## src/rtl/muldiv_pkg.sv

```systemverilog
// Shared op codes, FSM encoding and op-classification helpers for the
// iterative multiply/divide unit.
package muldiv_pkg;

  localparam logic [2:0] MD_MULT  = 3'd0;
  localparam logic [2:0] MD_MULTU = 3'd1;
  localparam logic [2:0] MD_DIV   = 3'd2;
  localparam logic [2:0] MD_DIVU  = 3'd3;
  localparam logic [2:0] MD_MTHI  = 3'd4;
  localparam logic [2:0] MD_MTLO  = 3'd5;

  typedef enum logic [1:0] {
    IDLE = 2'd0,
    CALC = 2'd1,
    FIX  = 2'd2
  } md_state_e;

  function automatic logic is_signed_op(input logic [2:0] op);
    return (op == MD_MULT) || (op == MD_DIV);
  endfunction

  function automatic logic is_div_op(input logic [2:0] op);
    return (op == MD_DIV) || (op == MD_DIVU);
  endfunction

endpackage

```

## src/rtl/muldiv_step.sv

```systemverilog
// One radix-2 iteration: LSB-first shift-add multiply or restoring divide
// on a {high, low} double-width accumulator.
module muldiv_step #(
  parameter int WIDTH = 32
) (
  input  logic                 mode_div,
  input  logic [2*WIDTH-1:0]   acc,
  input  logic [WIDTH-1:0]     opnd,
  output logic [2*WIDTH-1:0]   acc_next
);

  logic [WIDTH:0]   sum_s;
  logic [WIDTH:0]   rem_sh_s;
  logic [WIDTH-1:0] diff_s;

  // Multiply consumes the multiplier from acc[0]; divide shifts the dividend
  // out of the low half into the remainder and shifts quotient bits in.
  always_comb begin
    sum_s    = {1'b0, acc[2*WIDTH-1:WIDTH]} + {1'b0, opnd};
    rem_sh_s = acc[2*WIDTH-1:WIDTH-1];
    // The true difference is below the divisor, so WIDTH bits suffice.
    diff_s   = rem_sh_s[WIDTH-1:0] - opnd;
    if (mode_div) begin
      if (rem_sh_s >= {1'b0, opnd}) begin
        acc_next = {diff_s, acc[WIDTH-2:0], 1'b1};
      end else begin
        acc_next = {rem_sh_s[WIDTH-1:0], acc[WIDTH-2:0], 1'b0};
      end
    end else if (acc[0]) begin
      acc_next = {sum_s, acc[WIDTH-1:1]};
    end else begin
      acc_next = {1'b0, acc[2*WIDTH-1:1]};
    end
  end

endmodule

```

## src/rtl/muldiv_unit.sv

```systemverilog
// Iterative signed/unsigned multiply/divide unit owning HI/LO, with a
// start/busy/done handshake, MTHI/MTLO writes and flush.
module muldiv_unit
  import muldiv_pkg::*;
#(
  parameter int WIDTH = 32
) (
  input  logic             clk,
  input  logic             rst,
  input  logic             start,
  input  logic [2:0]       op,
  input  logic [WIDTH-1:0] a,
  input  logic [WIDTH-1:0] b,
  input  logic             flush,
  output logic             busy,
  output logic             done,
  output logic [WIDTH-1:0] hi,
  output logic [WIDTH-1:0] lo
);

  localparam int CNT_W = $clog2(WIDTH) + 1;
  localparam int DW    = 2 * WIDTH;

  function automatic logic [WIDTH-1:0] neg_w(input logic [WIDTH-1:0] x);
    return ~x + WIDTH'(1);
  endfunction

  function automatic logic [DW-1:0] neg_dw(input logic [DW-1:0] x);
    return ~x + DW'(1);
  endfunction

  md_state_e        state_q, state_d;
  logic [CNT_W-1:0] cnt_q, cnt_d;
  logic [DW-1:0]    acc_q, acc_d;
  logic [WIDTH-1:0] opnd_q, opnd_d;
  logic             is_div_q, is_div_d;
  logic             neg_res_q, neg_res_d;
  logic             neg_rem_q, neg_rem_d;
  logic             dz_q, dz_d;
  logic [WIDTH-1:0] hi_q, hi_d, lo_q, lo_d;
  logic             busy_q, busy_d, done_q, done_d;

  logic [DW-1:0]    step_next_s;
  logic             a_neg_s, b_neg_s;
  logic [WIDTH-1:0] a_mag_s, b_mag_s;
  logic [DW-1:0]    prod_s;

  muldiv_step #(.WIDTH(WIDTH)) u_step (
    .mode_div (is_div_q),
    .acc      (acc_q),
    .opnd     (opnd_q),
    .acc_next (step_next_s)
  );

  // Next-state logic; flush overrides everything including an IDLE start.
  always_comb begin
    state_d   = state_q;
    cnt_d     = cnt_q;
    acc_d     = acc_q;
    opnd_d    = opnd_q;
    is_div_d  = is_div_q;
    neg_res_d = neg_res_q;
    neg_rem_d = neg_rem_q;
    dz_d      = dz_q;
    hi_d      = hi_q;
    lo_d      = lo_q;
    busy_d    = busy_q;
    done_d    = 1'b0;
    a_neg_s   = is_signed_op(op) & a[WIDTH-1];
    b_neg_s   = is_signed_op(op) & b[WIDTH-1];
    a_mag_s   = a_neg_s ? neg_w(a) : a;
    b_mag_s   = b_neg_s ? neg_w(b) : b;
    prod_s    = neg_res_q ? neg_dw(acc_q) : acc_q;

    if (flush) begin
      state_d = IDLE;
      cnt_d   = '0;
      busy_d  = 1'b0;
    end else begin
      case (state_q)
        IDLE: begin
          if (start) begin
            case (op)
              MD_MULT, MD_MULTU, MD_DIV, MD_DIVU: begin
                is_div_d  = is_div_op(op);
                neg_res_d = a_neg_s ^ b_neg_s;
                neg_rem_d = a_neg_s;
                dz_d      = (b == '0);
                acc_d     = is_div_op(op) ? {{WIDTH{1'b0}}, a_mag_s}
                                          : {{WIDTH{1'b0}}, b_mag_s};
                opnd_d    = is_div_op(op) ? b_mag_s : a_mag_s;
                cnt_d     = '0;
                busy_d    = 1'b1;
                state_d   = CALC;
              end
              MD_MTHI: begin
                hi_d   = a;
                done_d = 1'b1;
              end
              MD_MTLO: begin
                lo_d   = a;
                done_d = 1'b1;
              end
              default: begin
                state_d = IDLE;
              end
            endcase
          end else begin
            state_d = IDLE;
          end
        end
        CALC: begin
          acc_d = step_next_s;
          cnt_d = cnt_q + CNT_W'(1);
          if (cnt_q == CNT_W'(WIDTH - 1)) begin
            state_d = FIX;
          end else begin
            state_d = CALC;
          end
        end
        FIX: begin
          // Divide by zero keeps lo all ones; hi recovers a via the remainder sign.
          if (is_div_q) begin
            lo_d = dz_q ? '1 : (neg_res_q ? neg_w(acc_q[WIDTH-1:0]) : acc_q[WIDTH-1:0]);
            hi_d = neg_rem_q ? neg_w(acc_q[DW-1:WIDTH]) : acc_q[DW-1:WIDTH];
          end else begin
            lo_d = prod_s[WIDTH-1:0];
            hi_d = prod_s[DW-1:WIDTH];
          end
          done_d  = 1'b1;
          busy_d  = 1'b0;
          cnt_d   = '0;
          state_d = IDLE;
        end
        default: begin
          state_d = IDLE;
          busy_d  = 1'b0;
          cnt_d   = '0;
        end
      endcase
    end
  end

  // State and output registers.
  always_ff @(posedge clk or negedge rst) begin
    if (!rst) begin
      state_q   <= IDLE;
      cnt_q     <= '0;
      acc_q     <= '0;
      opnd_q    <= '0;
      is_div_q  <= 1'b0;
      neg_res_q <= 1'b0;
      neg_rem_q <= 1'b0;
      dz_q      <= 1'b0;
      hi_q      <= '0;
      lo_q      <= '0;
      busy_q    <= 1'b0;
      done_q    <= 1'b0;
    end else begin
      state_q   <= state_d;
      cnt_q     <= cnt_d;
      acc_q     <= acc_d;
      opnd_q    <= opnd_d;
      is_div_q  <= is_div_d;
      neg_res_q <= neg_res_d;
      neg_rem_q <= neg_rem_d;
      dz_q      <= dz_d;
      hi_q      <= hi_d;
      lo_q      <= lo_d;
      busy_q    <= busy_d;
      done_q    <= done_d;
    end
  end

  assign busy = busy_q;
  assign done = done_q;
  assign hi   = hi_q;
  assign lo   = lo_q;

endmodule

```

## config.mk

```make
export PLATFORM = sky130hd
export DESIGN_NAME = muldiv_unit
export DESIGN_NICKNAME = d
export VERILOG_FILES = /design/src/rtl/muldiv_pkg.sv /design/src/rtl/muldiv_step.sv /design/src/rtl/muldiv_unit.sv
export SDC_FILE = /design/constraint.sdc
export NUM_CORES = 1
export LEC_CHECK = 0
export CAP_MARGIN = 20
export CORE_ASPECT_RATIO = 1.5
export CORE_MARGIN = 4
export CORE_UTILIZATION = 40
export DETAILED_ROUTE_END_ITERATION = 10
export SLEW_MARGIN = 5
export SYNTH_ARGS = -nofsm -noshare
export SYNTH_HDL_FRONTEND = slang
export SYNTH_SLANG_ARGS = --single-unit
export TNS_END_PERCENT = 30
```

## constraint.sdc

```tcl
create_clock -name clk -period 4.3 [get_ports clk]
set_clock_uncertainty 0.05 [all_clocks]
set_input_delay 0.86 -clock clk [delete_from_list [all_inputs] [get_ports clk]]
set_output_delay 0.86 -clock clk [all_outputs]
set_load 0.005 [all_outputs]
```

==> summary.txt <==
Synth
  • Average size of a mapped cell: a little under 8 µm²
  • Synth top area share: around 28%
  • Seq cells post-synth: around 170
  • EDFF count, synth: 0
  • Post-Syn Instances: between 1500 and 2000
  • Synth area leader: dfrtp_1
  • Top cells by area, synth: dfrtp_1, nand2_1, ha_1
  • Syn_nets: roughly 2100
  • Distinct cells, synth: between 80 and 90
  • Synth Cell Area: 0.0155 mm²
  • Fraction of registers with async set or reset after synthesis: 100%
  • Register area share after synthesis: approximately 28%
  • Syn. warnings: 0
  • Most used flip-flop cell after synthesis: dfrtp_1

Drt
  • Vias per cell: around 6
  • Post-route DRC violation count: 0
  • Final ANT Viol Nets: 0
  • Total Wirelength: between 50000 and 60000 µm
  • Routed met1 length: approximately 24000 µm
  • DR pass1 iterations: 5
  • 1st-iter DRT viols: 1206
  • Met3 Wirelength: around 2300 µm
  • DR vias: 15500
  • Wirelength per Cell: between 20 and 25 µm
  • Met2 Routed Length: just over 30000 µm
  • Top layer in use: met4

Pwr
  • Clock network power share: ~18%
  • Sw frac: 45.9%
  • Maximum vdd drop: about 0.00031 V
  • Power share of the combinational group: 55.8%
  • Seq pwr share: a little over a quarter
  • Leakage Power: about 7.7 nW
  • Sw Pwr: 4.39 mW
  • Power Density: 527 mW/mm²
  • Internal power: between 5 and 6 mW

Cells and area
  • Post-Layout Cell Count: around 2600
  • Commonest non-fill, non-tap cells in the layout: nand2_1, nor2_1, dfrtp_1
  • Layout Utilization: 47.4%
  • Most common cell after layout, fill and taps aside: nand2_1
  • Design area: about 0.018 mm²
  • Area grow syn2layout: 17.4%
  • Inserted Diodes: 0
  • Layout cell share with drive strength beyond 1: between 7 and 8%
  • Fill count: 3824
  • Fin nets: roughly 2200

Placement
  • DP Worst Slack: between 0.4 and 0.5 ns
  • Placed Area: approximately 0.018 mm²
  • Placed cell count: around 2600
  • Input/output buffers: between 100 and 150
  • GPL Wtd Cong: a little over 0.9
  • DPL Wire Length: 45700 µm

STA
  • Worst slew pin tran: ~0.9 ns
  • Final setup margin: 0.585 ns
  • TNS Setup: 0 ns
  • Post-route clock period utilization: 86.4%
  • Max Freq: 0.269 GHz
  • Slew Limit Fails: 0
  • Final Hold Fails: 0
  • RSZ-0062 raised after global routing: false
  • Min Tclk post-route: roughly 3.7 ns
  • Max-Slew Margin vs Limit: between 40% and 50%
  • Setup violators final: 0

Setup path
  • Crit-path max FO: 21
  • Setup CP Type: register to register
  • Worst EP required: approximately 4.6 ns
  • Slowest stage delay, CP: a little over 0.6 ns
  • Arr. time, crit path: approximately 4.0 ns
  • Critical path endpoint category: register
  • CP max-delay cell: a21boi_0
  • Critical Path Source Type: register
  • Cells along the critical path: inv_1 -> ha_1 -> nand3_1 -> nor3_1 -> a21boi_0 -> o211ai_2 -> nand2_1 -> a21o_1 -> buf_12 -> mux2_2 -> a21oi_1 -> o21ai_0

Global route
  • Largest net degree at the start of global routing: 99
  • Global-route wire length before repair: roughly 90000 µm
  • Overall Global Routing Usage: 27.3%
  • Antenna violations before repair: 0
  • Vias in the first global route: 15200
  • Gr ovfl total: 0

Clock network
  • Cts bufs inserted: 17
  • Count of cells resized by post-cts repair: 0
  • Clock Sinks: 174
  • H-tree levels: 4
  • Clk buf depth: 2
  • Worst-path clk slew: about 0.08 ns
  • CTS Hold Buffers Added: 0
  • TritonCTS clock tree: done
  • Worst skew pair latency: around 0.46 ns
  • Number of buffers added for setup after CTS: 0
  • Clk root buf: clkbuf_16

Die
  • Die width: 169 µm
  • # rows: between 80 and 90
  • Die Span Y: ~250 µm
  • Core area: 0.0383 mm²
  • Starting Density: 40.4%
  • Ports: 137
  • Die ar.: roughly 0.042 mm²

Hold path
  • Hold WC Path Type: input port to async pin

Status
  • Status: finished clean

Job
  • Max-cap violations: 0
==> cells in the mapped netlist, types with 41 or more instances <==
master and instances:
xnor2_1 79, xor2_1 87, a21o_1 41, a211oi_1 44, nor2_1 180, clkbuf_1 102, o21ai_0 171, nor3_1 48
mux2i_1 47, inv_1 65, a21oi_1 170, ha_1 69, nand2_1 250, dfrtp_1 174
==> area by class of cell <==
cell class	instances	area, µm²	share of cell area (%)
Clock buffer	18	429	2.36
Inverter	66	248	1.36
Tap cell	495	619	3.41
Clock inverter	14	179	0.986
Sequential cell	174	4360	24.0
Timing Repair Buffer	204	1930	10.6
Multi-Input combinational cell	1624	10400	57.3
==> critical path: cells and delay by family, from the launching register on <==
kind / cells / cell delay (ns)
AO/OA/AOI/OAI: 5 / 1.35
adder cells (fa/ha/maj): 1 / 0.42
buffers and inverters: 2 / 0.33
multiplexers: 1 / 0.35
AND/OR/NAND/NOR: 3 / 0.66
flip-flops: 1 / 0.39
==> worst paths after layout <==
| kind | startpoint | to | slack [ns] | cells after the start |
|---|---|---|---|---|
| max in group asynchronous | rst | hi[31]$_DFFE_PN0P_ | 2.92 | 2 |
| worst min register to register | lo[26]$_DFFE_PN0P_ | lo[26]$_DFFE_PN0P_ | 0.43 | 1 |
| min in group clk | lo[26]$_DFFE_PN0P_ | lo[26]$_DFFE_PN0P_ | 0.43 | 1 |
| worst max-delay path | opnd_q[11]$_DFFE_PN0P_ | acc_q[35]$_DFFE_PN0P_ | 0.59 | 12 |
| worst min-delay path | rst | acc_q[37]$_DFFE_PN0P_ | 0.38 | 1 |
| worst max register to register | opnd_q[11]$_DFFE_PN0P_ | acc_q[35]$_DFFE_PN0P_ | 0.59 | 12 |
==> kinds of logic after synthesis <==
group	after synthesis	synth area share, %
buf+inv	191	4.84
fa+ha+maj	71	5.84
flops	174	28.2
mux	62	4.13
compound gates	679	28.1
xor+xnor	166	9.40
simple gates	646	19.5
==> registers in the layout (all words and copies together) (netlist names) <==
| signal | count |
|---|---|
| opnd_q | 32 |
| neg_rem_q | 1 |
| dz_q | 1 |
| neg_res_q | 1 |
| lo | 32 |
| hi | 32 |
| done | 1 |
| acc_q | 64 |
| busy | 1 |
| cnt_q | 6 |
| state_q | 2 |
| is_div_q | 1 |
==> routing by layer <==
layer  global-route usage, %  up-vias
li1                        -     7400
met2                    49.5      494
met3                    2.14      123
met5                       0        -
met1                    33.5     7477
met4                    10.5        0
==> power groups by stage <==
stage | combinational [mW] | sequential [mW] | clock, mW
after floorplan | 3.70 | 2.36 | 0
after global placement | 5.24 | 2.56 | 0
after detailed placement | 5.27 | 2.56 | 0
after CTS | 5.31 | 2.53 | 1.70
after global routing | 5.86 | 2.60 | 1.75
final | 5.34 | 2.54 | 1.69
==> metrics by stage <==
| stage | hold slack, ns | power, mW |
|---|---|---|
| 2_1_floorplan | 0.402 | 6.06 |
| 3_3_place_gp | 0.408 | 7.80 |
| 3_5_place_dp | 0.416 | 7.83 |
| 4_1_cts | 0.417 | 9.54 |
| 5_1_grt | 0.418 | 10.2 |
| 6_report | 0.377 | 9.57 |
No activity file was read; power rests on OpenSTA's default activity.
==> patch (same flow settings) <==
`WIDTH` is set to 32 in 2 places; all go to 16.
--- a/src/rtl/muldiv_step.sv
+++ b/src/rtl/muldiv_step.sv
@@ -2,5 +2,5 @@
 // on a {high, low} double-width accumulator.
 module muldiv_step #(
-  parameter int WIDTH = 32
+  parameter int WIDTH = 16
 ) (
   input  logic                 mode_div,
--- a/src/rtl/muldiv_unit.sv
+++ b/src/rtl/muldiv_unit.sv
@@ -4,5 +4,5 @@
   import muldiv_pkg::*;
 #(
-  parameter int WIDTH = 32
+  parameter int WIDTH = 16
 ) (
   input  logic             clk,
Interface: changed (resized a, b, hi and lo); port bits go from 137 to 73. No check against the original RTL was run, so the function may have changed too.
==> patch against the original RTL <==
- sequential cell count decreased by 81
- total power decreased by 36%
- utilization decreased by 0.49 points
- first-iteration DRC count decreased by 48%
- count of clock-buffer cells in the layout decreased by 8
- routed wire length decreased by 57%
- critical endpoint is now acc_q[13]$_DFFE_PN0P_
- clock power decreased by 52%
- cell area decreased by 51%
- worst setup slack improved by 0.41 ns
- area after synthesis decreased by 50%
==> patch: results (changes against the original RTL) <==
Place
  – GP Congestion: 0.904 (was 0.933)
  – Worst slack, placed: 0.635 ns (was 0.444 ns)
  – Placed cells: 1251 (was 2563)
  – IO Port Bufs: 72 (was 136)
  – Placed Area: 0.00864 mm² (was 0.0175 mm²)
  – Post-DP HPWL: 19500 µm (was 45700 µm)

Synth
  – Avg Inst Size Synth: 8.01 µm² (was 7.78 µm²)
  – Mapped cell area: 0.00773 mm² (was 0.0155 mm²)
  – Post-synth EDFFs: 0 (unchanged)
  – Cell variety after synth: 67 (was 83)
  – Largest cells by area after synthesis: dfrtp_1, o21ai_0, ha_1 (was dfrtp_1, nand2_1, ha_1)
  – Commonest cells in the netlist: nand2_1, o21ai_0, dfrtp_1 (was nand2_1, nor2_1, dfrtp_1)
  – Syn nets: 1044 (was 2131)

Detailed routing
  – DRT iter0 DRCs: 628 (was 1206)
  – Vias per cell: 5.75 (was 5.97)
  – DR WL met2: 13200 µm (was 30300 µm)
  – Vias: 7292 (was 15500)
  – Met3 wire length: 1050 µm (was 2350 µm)
  – Routed len/inst: 20.0 µm (was 22.7 µm)

Clock tree
  – Clock buffer count from CTS: 9 (was 17)
  – Clock latency on the worst-skew pair: 0.37 ns (was 0.46 ns)
  – Max H-tree Level: 3 (was 4)
  – Longest Clk Path Bufs: 2 (unchanged)

Critical path
  – Setup crit end: acc_q[13]$_DFFE_PN0P_ (was acc_q[35]$_DFFE_PN0P_)
  – Top delay family on crit path: simple AND/OR/NAND/NOR gates (was compound AO/OA/AOI/OAI gates)
  – Critical Path AT: 3.49 ns (was 3.97 ns)
  – Reg2reg path depth: 10 (was 12)
  – Slowest stage delay, CP: 0.54 ns (was 0.61 ns)
  – Slowest CP cell: or4_1 (was a21boi_0)
  – R2R setup slack: 1.09 ns (was 0.59 ns)
  – Critical Path Start: b[0] (was opnd_q[11]$_DFFE_PN0P_)
  – Worst-path maximum fanout: 4 (was 21)

Status
  – Status: completed (unchanged)

Global route
  – Vias in the first global route: 7139 (was 15200)
  – GR Util met1: 27.2% (was 33.5%)
  – Global-route met2 utilization: 42.4% (was 49.5%)
  – Met3 Use GR: 2.82% (was 2.14%)
  – Global-route wire length before repair: 39200 µm (was 89900 µm)
  – Total track usage: 23.6% (was 27.3%)
  – Largest net degree at the start of global routing: 74 (was 99)

Pwr
  – Peak VDD IR: 0.000286 V (was 0.000315 V)
  – P_leak: 3.73 nW (was 7.71 nW)

Final layout
  – Final nets: 1086 (was 2229)
  – Layout cells sized above 1: 5.04% (was 7.67%)
  – Number of flip-flops in the largest register: 32 (was 64)

Timing
  – Least-Margin Pin Slew: 1.07 ns (was 0.894 ns)
patch: cells by family (layout without fill, tap and decap cells):
family	count (synthesis)	in the layout	share of synthesized area, %
xor+xnor	80	80	9.07
flops	93	93	30.1
compound gates	312	312	25.0
simple gates	306	306	18.3
mux	44	44	5.73
fa+ha+maj	40	40	6.67
buf+inv	90	137	5.07
patch: power by group:
group          switching, W  internal, W  total (W)  leakage [nW]
sequential         0.000522      0.00117    0.00169          1.18
clock              0.000411     0.000405   0.000816         0.133
combinational       0.00197      0.00167    0.00364          2.42
patch: area by class of cell:
type,count,area [µm²]
timing repair buffer,90,873
multi-input combinational,782,5020
clock buffer,10,229
clock inverter,6,55.1
inverter,31,116
fill,1975,10100
tap,256,320
sequential,93,2330
patch: stage by stage:
stage,util (%),hold slack (ns)
final,46.9,0.371
after global routing,46.9,0.396
after CTS,46.7,0.436
after detailed placement,45.3,0.419
after global placement,45.3,0.411
after floorplan,-,0.394
